`src/rtl/regfile_2r1w.sv`:
```
// 2-read/1-write register file with registered read ports and a bulk-clear engine.
// Optional write-through read bypass: define REGFILE_WR_BYPASS_EN.
module regfile_2r1w #(
    parameter int WIDTH = 16,
    parameter int DEPTH = 16,
    parameter bit ZERO_REG = 1'b1,
    localparam int AW = $clog2(DEPTH)
) (
    input  logic             clk,
    input  logic             rst_n,
    input  logic             clr_req,
    output logic             clr_busy,
    input  logic             wr_en,
    input  logic [AW-1:0]    wr_addr,
    input  logic [WIDTH-1:0] wr_data,
    output logic             wr_ack,
    input  logic             rd_en1,
    input  logic [AW-1:0]    rd_addr1,
    output logic [WIDTH-1:0] rd_data1,
    input  logic             rd_en2,
    input  logic [AW-1:0]    rd_addr2,
    output logic [WIDTH-1:0] rd_data2
);

`ifdef REGFILE_WR_BYPASS_EN
    localparam bit BYPASS = 1'b1;
`else
    localparam bit BYPASS = 1'b0;
`endif

    localparam logic [0:0] S_IDLE  = 1'b0;
    localparam logic [0:0] S_CLEAR = 1'b1;

    localparam logic [AW-1:0] LAST = AW'(DEPTH - 1);
    localparam logic [AW-1:0] ONE  = AW'(1);

    logic [WIDTH-1:0] mem [DEPTH];
    logic [0:0]       state;
    logic [AW-1:0]    cnt;
    logic [WIDTH-1:0] rd_next1;
    logic [WIDTH-1:0] rd_next2;
    logic             wr_blocked;

    assign clr_busy   = (state == S_CLEAR);
    assign wr_ack     = wr_en && !clr_busy;
    assign wr_blocked = ZERO_REG && (wr_addr == '0);

    // Clear engine: walk the counter over every entry once, then go idle.
    always_ff @(posedge clk or negedge rst_n) begin
        if (!rst_n) begin
            state <= S_IDLE;
            cnt   <= '0;
        end else begin
            case (state)
                S_IDLE: begin
                    if (clr_req) begin
                        state <= S_CLEAR;
                        cnt   <= '0;
                    end
                end
                S_CLEAR: begin
                    cnt <= cnt + ONE;
                    if (cnt == LAST) begin
                        state <= S_IDLE;
                    end
                end
                default: begin
                    state <= S_IDLE;
                    cnt   <= '0;
                end
            endcase
        end
    end

    // Storage array: clear engine owns the array while busy, else the write port.
    always_ff @(posedge clk or negedge rst_n) begin
        if (!rst_n) begin
            for (int i = 0; i < DEPTH; i++) begin
                mem[i] <= '0;
            end
        end else if (clr_busy) begin
            mem[cnt] <= '0;
        end else if (wr_ack && !wr_blocked) begin
            mem[wr_addr] <= wr_data;
        end
    end

    // Read-port select: disabled ports return zero, entry 0 beats the bypass.
    always_comb begin
        rd_next1 = '0;
        rd_next2 = '0;
        if (rd_en1) begin
            if (ZERO_REG && rd_addr1 == '0) begin
                rd_next1 = '0;
            end else if (BYPASS && wr_ack && rd_addr1 == wr_addr) begin
                rd_next1 = wr_data;
            end else begin
                rd_next1 = mem[rd_addr1];
            end
        end
        if (rd_en2) begin
            if (ZERO_REG && rd_addr2 == '0) begin
                rd_next2 = '0;
            end else if (BYPASS && wr_ack && rd_addr2 == wr_addr) begin
                rd_next2 = wr_data;
            end else begin
                rd_next2 = mem[rd_addr2];
            end
        end
    end

    // Registered read data, one cycle after the request.
    always_ff @(posedge clk or negedge rst_n) begin
        if (!rst_n) begin
            rd_data1 <= '0;
            rd_data2 <= '0;
        end else begin
            rd_data1 <= rd_next1;
            rd_data2 <= rd_next2;
        end
    end

endmodule

```
`config.mk`:
```
export PLATFORM = sky130hd
export DESIGN_NAME = regfile_2r1w
export DESIGN_NICKNAME = d
export VERILOG_FILES = /design/src/rtl/regfile_2r1w.sv
export SDC_FILE = /design/constraint.sdc
export NUM_CORES = 1
export LEC_CHECK = 0
export BUFFER_PORTS_ARGS = -buffer_cell sky130_fd_sc_hd__buf_4
export CAP_MARGIN = 20
export CORE_UTILIZATION = 62
export DETAILED_ROUTE_END_ITERATION = 10
export PLACE_DENSITY = 0.8
export SETUP_SLACK_MARGIN = 0.1
export SLEW_MARGIN = 25
export SYNTH_ARGS = -nofsm -noshare
export SYNTH_HDL_FRONTEND = slang
export SYNTH_SLANG_ARGS = --single-unit
```
`constraint.sdc`:
```
create_clock -name clk -period 2.5 [get_ports clk]
set_input_delay 0.125 -clock clk [delete_from_list [all_inputs] [get_ports clk]]
set_output_delay 0.125 -clock clk [all_outputs]
set_load 0.05 [all_outputs]
```
==> results of run 1 <==
cells by family after synthesis:
kind of cell,after synthesis,share of synthesized area [%]
xor gates and xnor gates,2,0.122
and+or+nand+nor,73,3.31
DFF,293,51.2
buffers and inverters,104,3.32
muxes,176,23.5
AOI/OAI and AO/OA,326,18.3
adders and majority gates,4,0.349
state kept, by name, summed over array words and instances (netlist names):
| name | cells |
|---|---|
| rd_data1 | 16 |
| cnt | 4 |
| mem | 256 |
| rd_data2 | 16 |
| clr_busy | 1 |
cell usage in the layout (no fill, tap or decap), types with 6 or more instances in the layout:
cell type / Yosys / routed
a21oi_2: 8 / 6
o21ai_0: 49 / 49
clkbuf_8: 0 / 7
mux4_2: 128 / 128
dlygate4sd3_1: 0 / 18
nor2_2: 7 / 7
a22oi_1: 32 / 32
a22o_1: 224 / 224
buf_12: 0 / 9
nor2b_1: 17 / 17
clkbuf_16: 0 / 30
nand2_1: 22 / 22
dfrtp_1: 293 / 293
mux2i_1: 48 / 48
buf_4: 2 / 102
metrics by stage:
stage / total power, W / std cells
after floorplan: 0.00991 / 978
after global placement: 0.0112 / 1276
after detailed placement: 0.0114 / 1276
after CTS: 0.0162 / 1350
after global routing: 0.0169 / 1350
final: 0.0163 / 1350
Yosys cell counts (all sizes together) (2+ instances only):
| cell type | count |
|---|---|
| a21oi | 14 |
| a22o | 224 |
| a22oi | 32 |
| and3 | 3 |
| buf | 48 |
| clkbuf | 51 |
| dfrtp | 293 |
| ha | 4 |
| inv | 5 |
| mux2i | 48 |
| mux4 | 128 |
| nand2 | 23 |
| nand2b | 2 |
| nand3 | 2 |
| nand4bb | 2 |
| nor2 | 14 |
| nor2b | 17 |
| nor3 | 4 |
| o21ai | 49 |
| o22ai | 2 |
| o311ai | 2 |
cell type report:
class / count / area [um^2]
Clock buffer: 39 / 855
Clock inverter: 17 / 216
Fill cell: 1407 / 6160
Inverter: 5 / 18.8
Multi-Input combinational cell: 581 / 6560
Sequential cell: 293 / 7330
Tap cell: 285 / 357
Timing Repair Buffer: 130 / 1140
report_power, final:
part / total (W) / switching (W) / leakage [nW] / internal, W
clock: 0.00480 / 0.00196 / 0.515 / 0.00283
sequential: 0.00705 / 0.00107 / 4.02 / 0.00598
combinational: 0.00444 / 0.00226 / 3.03 / 0.00218
total: 0.0163 / 0.00529 / 7.57 / 0.0110
final timing paths:
check	cells after the start	to	slack, ps	from
setup / recovery	4	mem[88]$_DFFE_PN0P_	420	cnt[0]$_DFFE_PN0P_
max in group asynchronous	3	mem[37]$_DFFE_PN0P_	1590	rst_n
min in group asynchronous	2	mem[240]$_DFFE_PN0P_	120	rst_n
setup reg to reg	4	mem[88]$_DFFE_PN0P_	420	cnt[0]$_DFFE_PN0P_
hold / removal	4	rd_data2[3]$_DFF_PN0_	100	rd_en2
hold reg to reg	1	mem[95]$_DFFE_PN0P_	520	mem[95]$_DFFE_PN0P_
worst reg2reg max path, stage by stage, from the launching register on:
cell and delay (ps):
dfrtp_1 420, inv_1 100, ha_1 330, a21oi_2 890, a22o_1 260
layer usage:
metal	track usage, %	wire, um	vias to the layer above
met4	17.3	1870	0
met3	6.88	4410	143
met2	55.1	19400	702
met5	0	0	-
li1	-	-	4056
met1	52.0	15700	5388
what timing repair did:
action	in CTS	in global routing
hold buffers	18	0
endpoints found under the setup margin	0	0
endpoints found under the hold margin	301	0
==> impl_metrics.ini, run 1 <==
[global_routing]
antenna_found_initial = 0
grtUsageTotal_pct = 36.5
grt-ovfl-total = 0
grt_pass1_wl_um = 64100
grt_max_degree = 76
grt_pass1_vias = 10700

[floorplanning]
initial_utilization_pct = 63.3
die_w_um = 154
die_area_mm2 = 0.0237
io_pins = 68
die_y_um = 154
std_cell_rows = 55
core-area_mm2 = 0.0226

[timing]
hold_viol = 0
fin_setup_tns_ps = 0
skew_ps = 20.2
fmax_mhz = 482
setup_slack_ps = 424
slew_viol_final = 0
slew_headroom_pct = 28.0
setup_viol = 0
layout_min_cycle_time_ps = 2080
finalCritPeriodShare_pct = 83.0
tightestPinTransition_ps = 1080
hold-worst-slack_ps = 103
rsz0062_at_grt = no

[setup_path]
cp_top_family = compound AO/OA/AOI/OAI gates
cp.arrival_ps = 2570
critPathBufInv = 1
required_ps = 2990
end_kind = register
crit_type = reg -> reg
cpMaxStageDelayCell = a21oi_2
cp_max_fo = 16
slowest_delay_ps = 880
start_kind = register
crit_chain = inv_1, ha_1, a21oi_2, a22o_1

[power_and_ir_drop]
ir_worst_vdd_mv = 0.527
p_per_area_mw_per_mm2 = 988
cellLeakagePower_nw = 7.57

[outcome]
status = finished, final reports clean

[worst_hold_path]
hold_path.class = in -> reg

[logic_synthesis]
synth-seq-cells = 293
yosysWarnings = 0
synth_top_cell_by_area = dfrtp_1
synth_top_area_share_pct = 51.2
synth.area.top_cells = dfrtp_1 (51%), mux4_2 (20%), a22o_1 (14%), mux2i_1 (3.4%), o21ai_0 (1.7%)
async_reset_ff_share_pct = 100
synth-edff-count = 0
synth_ff_type = dfrtp_1
synthDistinctLibCells = 43
yosysSeqAreaShare_pct = 51.2
synth_fp_nets = 1016
synth_area_per_cell_um2 = 14.7
netlist_area_mm2 = 0.0143
synth_cells = 978

[route]
drt_iter0_drc = 1226
route.detailed.drc = 0
via_per_inst = 7.62
post_drt_wl_per_cell_um = 30.6
postRouteWirelength_um = 41400
drtAntennaViolNets = 0
first_pass_iters = 5
vias = 10300

[place]
placed_area_mm2 = 0.0152
post-place-ws_ps = 405
hpwl_um = 25400
io_buffer_count = 67
place.gp.congestion = 0.906

[run]
maxCapViolCount = 0

[clock_network]
cts_setup_buffers = 0
path_clk_slew_ps = 70
postCtsResizedCells = 0
root_buffer = clkbuf_16
numCtsBuffers = 30
htree_levels = 1
cts_tree = yes
numClockSinks = 293
cts.path.max_buffers = 3
clk_latency_ps = 580

[layout]
postLayoutCoreUtil_pct = 72.8
area_growth_pct = 15.0
antenna_cells = 0
drive_gt1_share_pct = 30.5
fin_nets = 1079
final_area_mm2 = 0.0165
(Power assumes the default switching activity.)
==> run 2: changes to the inputs <==
--- a/config.mk
+++ b/config.mk
@@ -7,9 +7,9 @@
 export LEC_CHECK = 0
 export BUFFER_PORTS_ARGS = -buffer_cell sky130_fd_sc_hd__buf_4
 export CAP_MARGIN = 20
-export CORE_UTILIZATION = 62
+export CORE_UTILIZATION = 56
 export DETAILED_ROUTE_END_ITERATION = 10
-export PLACE_DENSITY = 0.8
+export PLACE_DENSITY = 0.77
 export SETUP_SLACK_MARGIN = 0.1
 export SLEW_MARGIN = 25
 export SYNTH_ARGS = -nofsm -noshare
==> constraint.sdc (replaced) <==
create_clock -name clk -period 1.8 [get_ports clk]
set_input_delay 0.09 -clock clk [delete_from_list [all_inputs] [get_ports clk]]
set_output_delay 0.09 -clock clk [all_outputs]
set_load 0.05 [all_outputs]
==> impl_metrics.ini, run 2 (synthesized netlist as in run 1, its figures left out) <==
[outcome]
status = finished, final reports clean

[clock_network]
numClockSinks = 293
path_clk_slew_ps = 70
clk_latency_ps = 570
numCtsBuffers = 31
cts_tree = yes
root_buffer = clkbuf_16
cts.path.max_buffers = 3
htree_levels = 1

[power_and_ir_drop]
cellLeakagePower_nw = 7.93
p_per_area_mw_per_mm2 = 1330
ir_worst_vdd_mv = 0.957
power_w = 0.0230

[global_routing]
antenna_found_initial = 0
grt_pass1_vias = 10800
grt_max_degree = 61
grtUsageTotal_pct = 33.9
grt_pass1_wl_um = 66300
grt-ovfl-total = 0

[place]
hpwl_um = 27600
post-place-ws_ps = -74.2
place.gp.congestion = 0.938
io_buffer_count = 67

[route]
postRouteWirelength_um = 43300
route.detailed.drc = 0
drtAntennaViolNets = 0
first_pass_iters = 5
via_per_inst = 7.23
vias = 10500
post_drt_wl_per_cell_um = 29.9
drt_iter0_drc = 1141

[floorplanning]
std_cell_rows = 58
die_area_mm2 = 0.0262
core-area_mm2 = 0.0251
io_pins = 68
die_w_um = 162
die_y_um = 162
initial_utilization_pct = 57.1

[setup_path]
cp.arrival_ps = 2220
cp_max_fo = 8
required_ps = 2240
crit_type = reg -> reg
start_kind = register
r2r_start = clr_busy$_DFF_PN0_
end_kind = register
startpoint = clr_busy$_DFF_PN0_

[worst_hold_path]
hold_path.class = in -> async

[timing]
finalCritPeriodShare_pct = 99.0
skew_ps = 13.1
hold_viol = 0
hold-worst-slack_ps = 2.53
layout_min_cycle_time_ps = 1780
slew_headroom_pct = 56.4
slew_viol_final = 0
rsz0062_at_grt = yes
fmax_mhz = 561
setup_viol = 0
tightestPinTransition_ps = 653
setup_slack_ps = 18.2

[layout]
fin_nets = 1132
final_cell_mix = dfrtp_1 (292), a22o_1 (224), mux4_2 (128)
reg.largest.list = mem x256, rd_data1 x16, rd_data2 x16
drive_gt1_share_pct = 34.4
antenna_cells = 0
regMostFlops = mem
final_common_cell = dfrtp_1
area_growth_pct = 20.2
largest_reg_flops = 256

[run]
maxCapViolCount = 0
## run 2: cell count changes in the layout (fill, tap and decap cells not counted), sizes merged
cell,change
clkinv,+1
buf,+50
clkbuf,+7
clkinvlp,-4
a21oi,+1
bufinv,-3
## run 2: what timing repair did
| item | 4_1_cts | 5_1_grt |
|---|---|---|
| setup buffers | 2 | 6 |
| gates cloned | 1 | 2 |
| hold buffers | 18 | 0 |
| setup endpoints to repair | 96 | 203 |
| hold endpoints to repair | 537 | 0 |
| pin swaps | 3 | 5 |
| gates resized for setup | 5 | 26 |
## run 2: per-layer routing
| metal | global-route usage (%) | share of wire [%] | routed length [um] | vias up |
|---|---|---|---|---|
| li1 | - | - | - | 4164 |
| met1 | 48.8 | 39 | 16700 | 5475 |
| met2 | 52.0 | 47 | 20200 | 707 |
| met3 | 7.12 | 11 | 4740 | 120 |
| met4 | 10.9 | 3.8 | 1630 | 0 |
| met5 | 0 | 0 | 0 | - |
## run 2: power breakdown
group	switching (W)	internal, W	leakage, nW
Combinational	0.00342	0.00349	3.40
Clock	0.00266	0.00366	0.503
Sequential	0.00143	0.00830	4.02
## run 2: final cells by class
class                      instances  area [um^2]
clock buffer                      45          918
clock inverter                    11         86.3
fill                            1713         7880
inverter                           5         18.8
multi-input combinational        582         6680
sequential                       293         7330
tap                              330          413
timing repair buffer             181         1780
## run 2: worst paths after layout
kind                                          end  slack (ps)  depth (start not counted)
min                          mem[120]$_DFFE_PN0P_           3                          2
min reg2reg                  mem[146]$_DFFE_PN0P_         520                          1
max                          mem[215]$_DFFE_PN0P_          20                          6
max in group asynchronous    mem[129]$_DFFE_PN0P_        1130                          3
min in group clk           rd_data1[12]$_DFF_PN0_          30                          4
max reg2reg                  mem[215]$_DFFE_PN0P_          20                          6
## run 2: worst max-delay path: stages, from the launching register on
cell	delay (ps)
dfrtp_2	450
or4b_4	500
buf_8	170
nor2_8	90
a21oi_4	70
clkbuf_16	200
a22o_1	180
## run 2: metrics by stage
stage | area (um^2) | utilization (%) | TNS (ps) | instances
floorplan | 14400 | - | -1330 | 978
global placement | 15800 | 62.9 | 0 | 1362
detailed placement | 15800 | 62.9 | -652 | 1362
CTS | 17000 | 67.8 | 0 | 1439
global route | 17200 | 68.6 | -21.3 | 1447
finish | 17200 | 68.6 | 0 | 1447
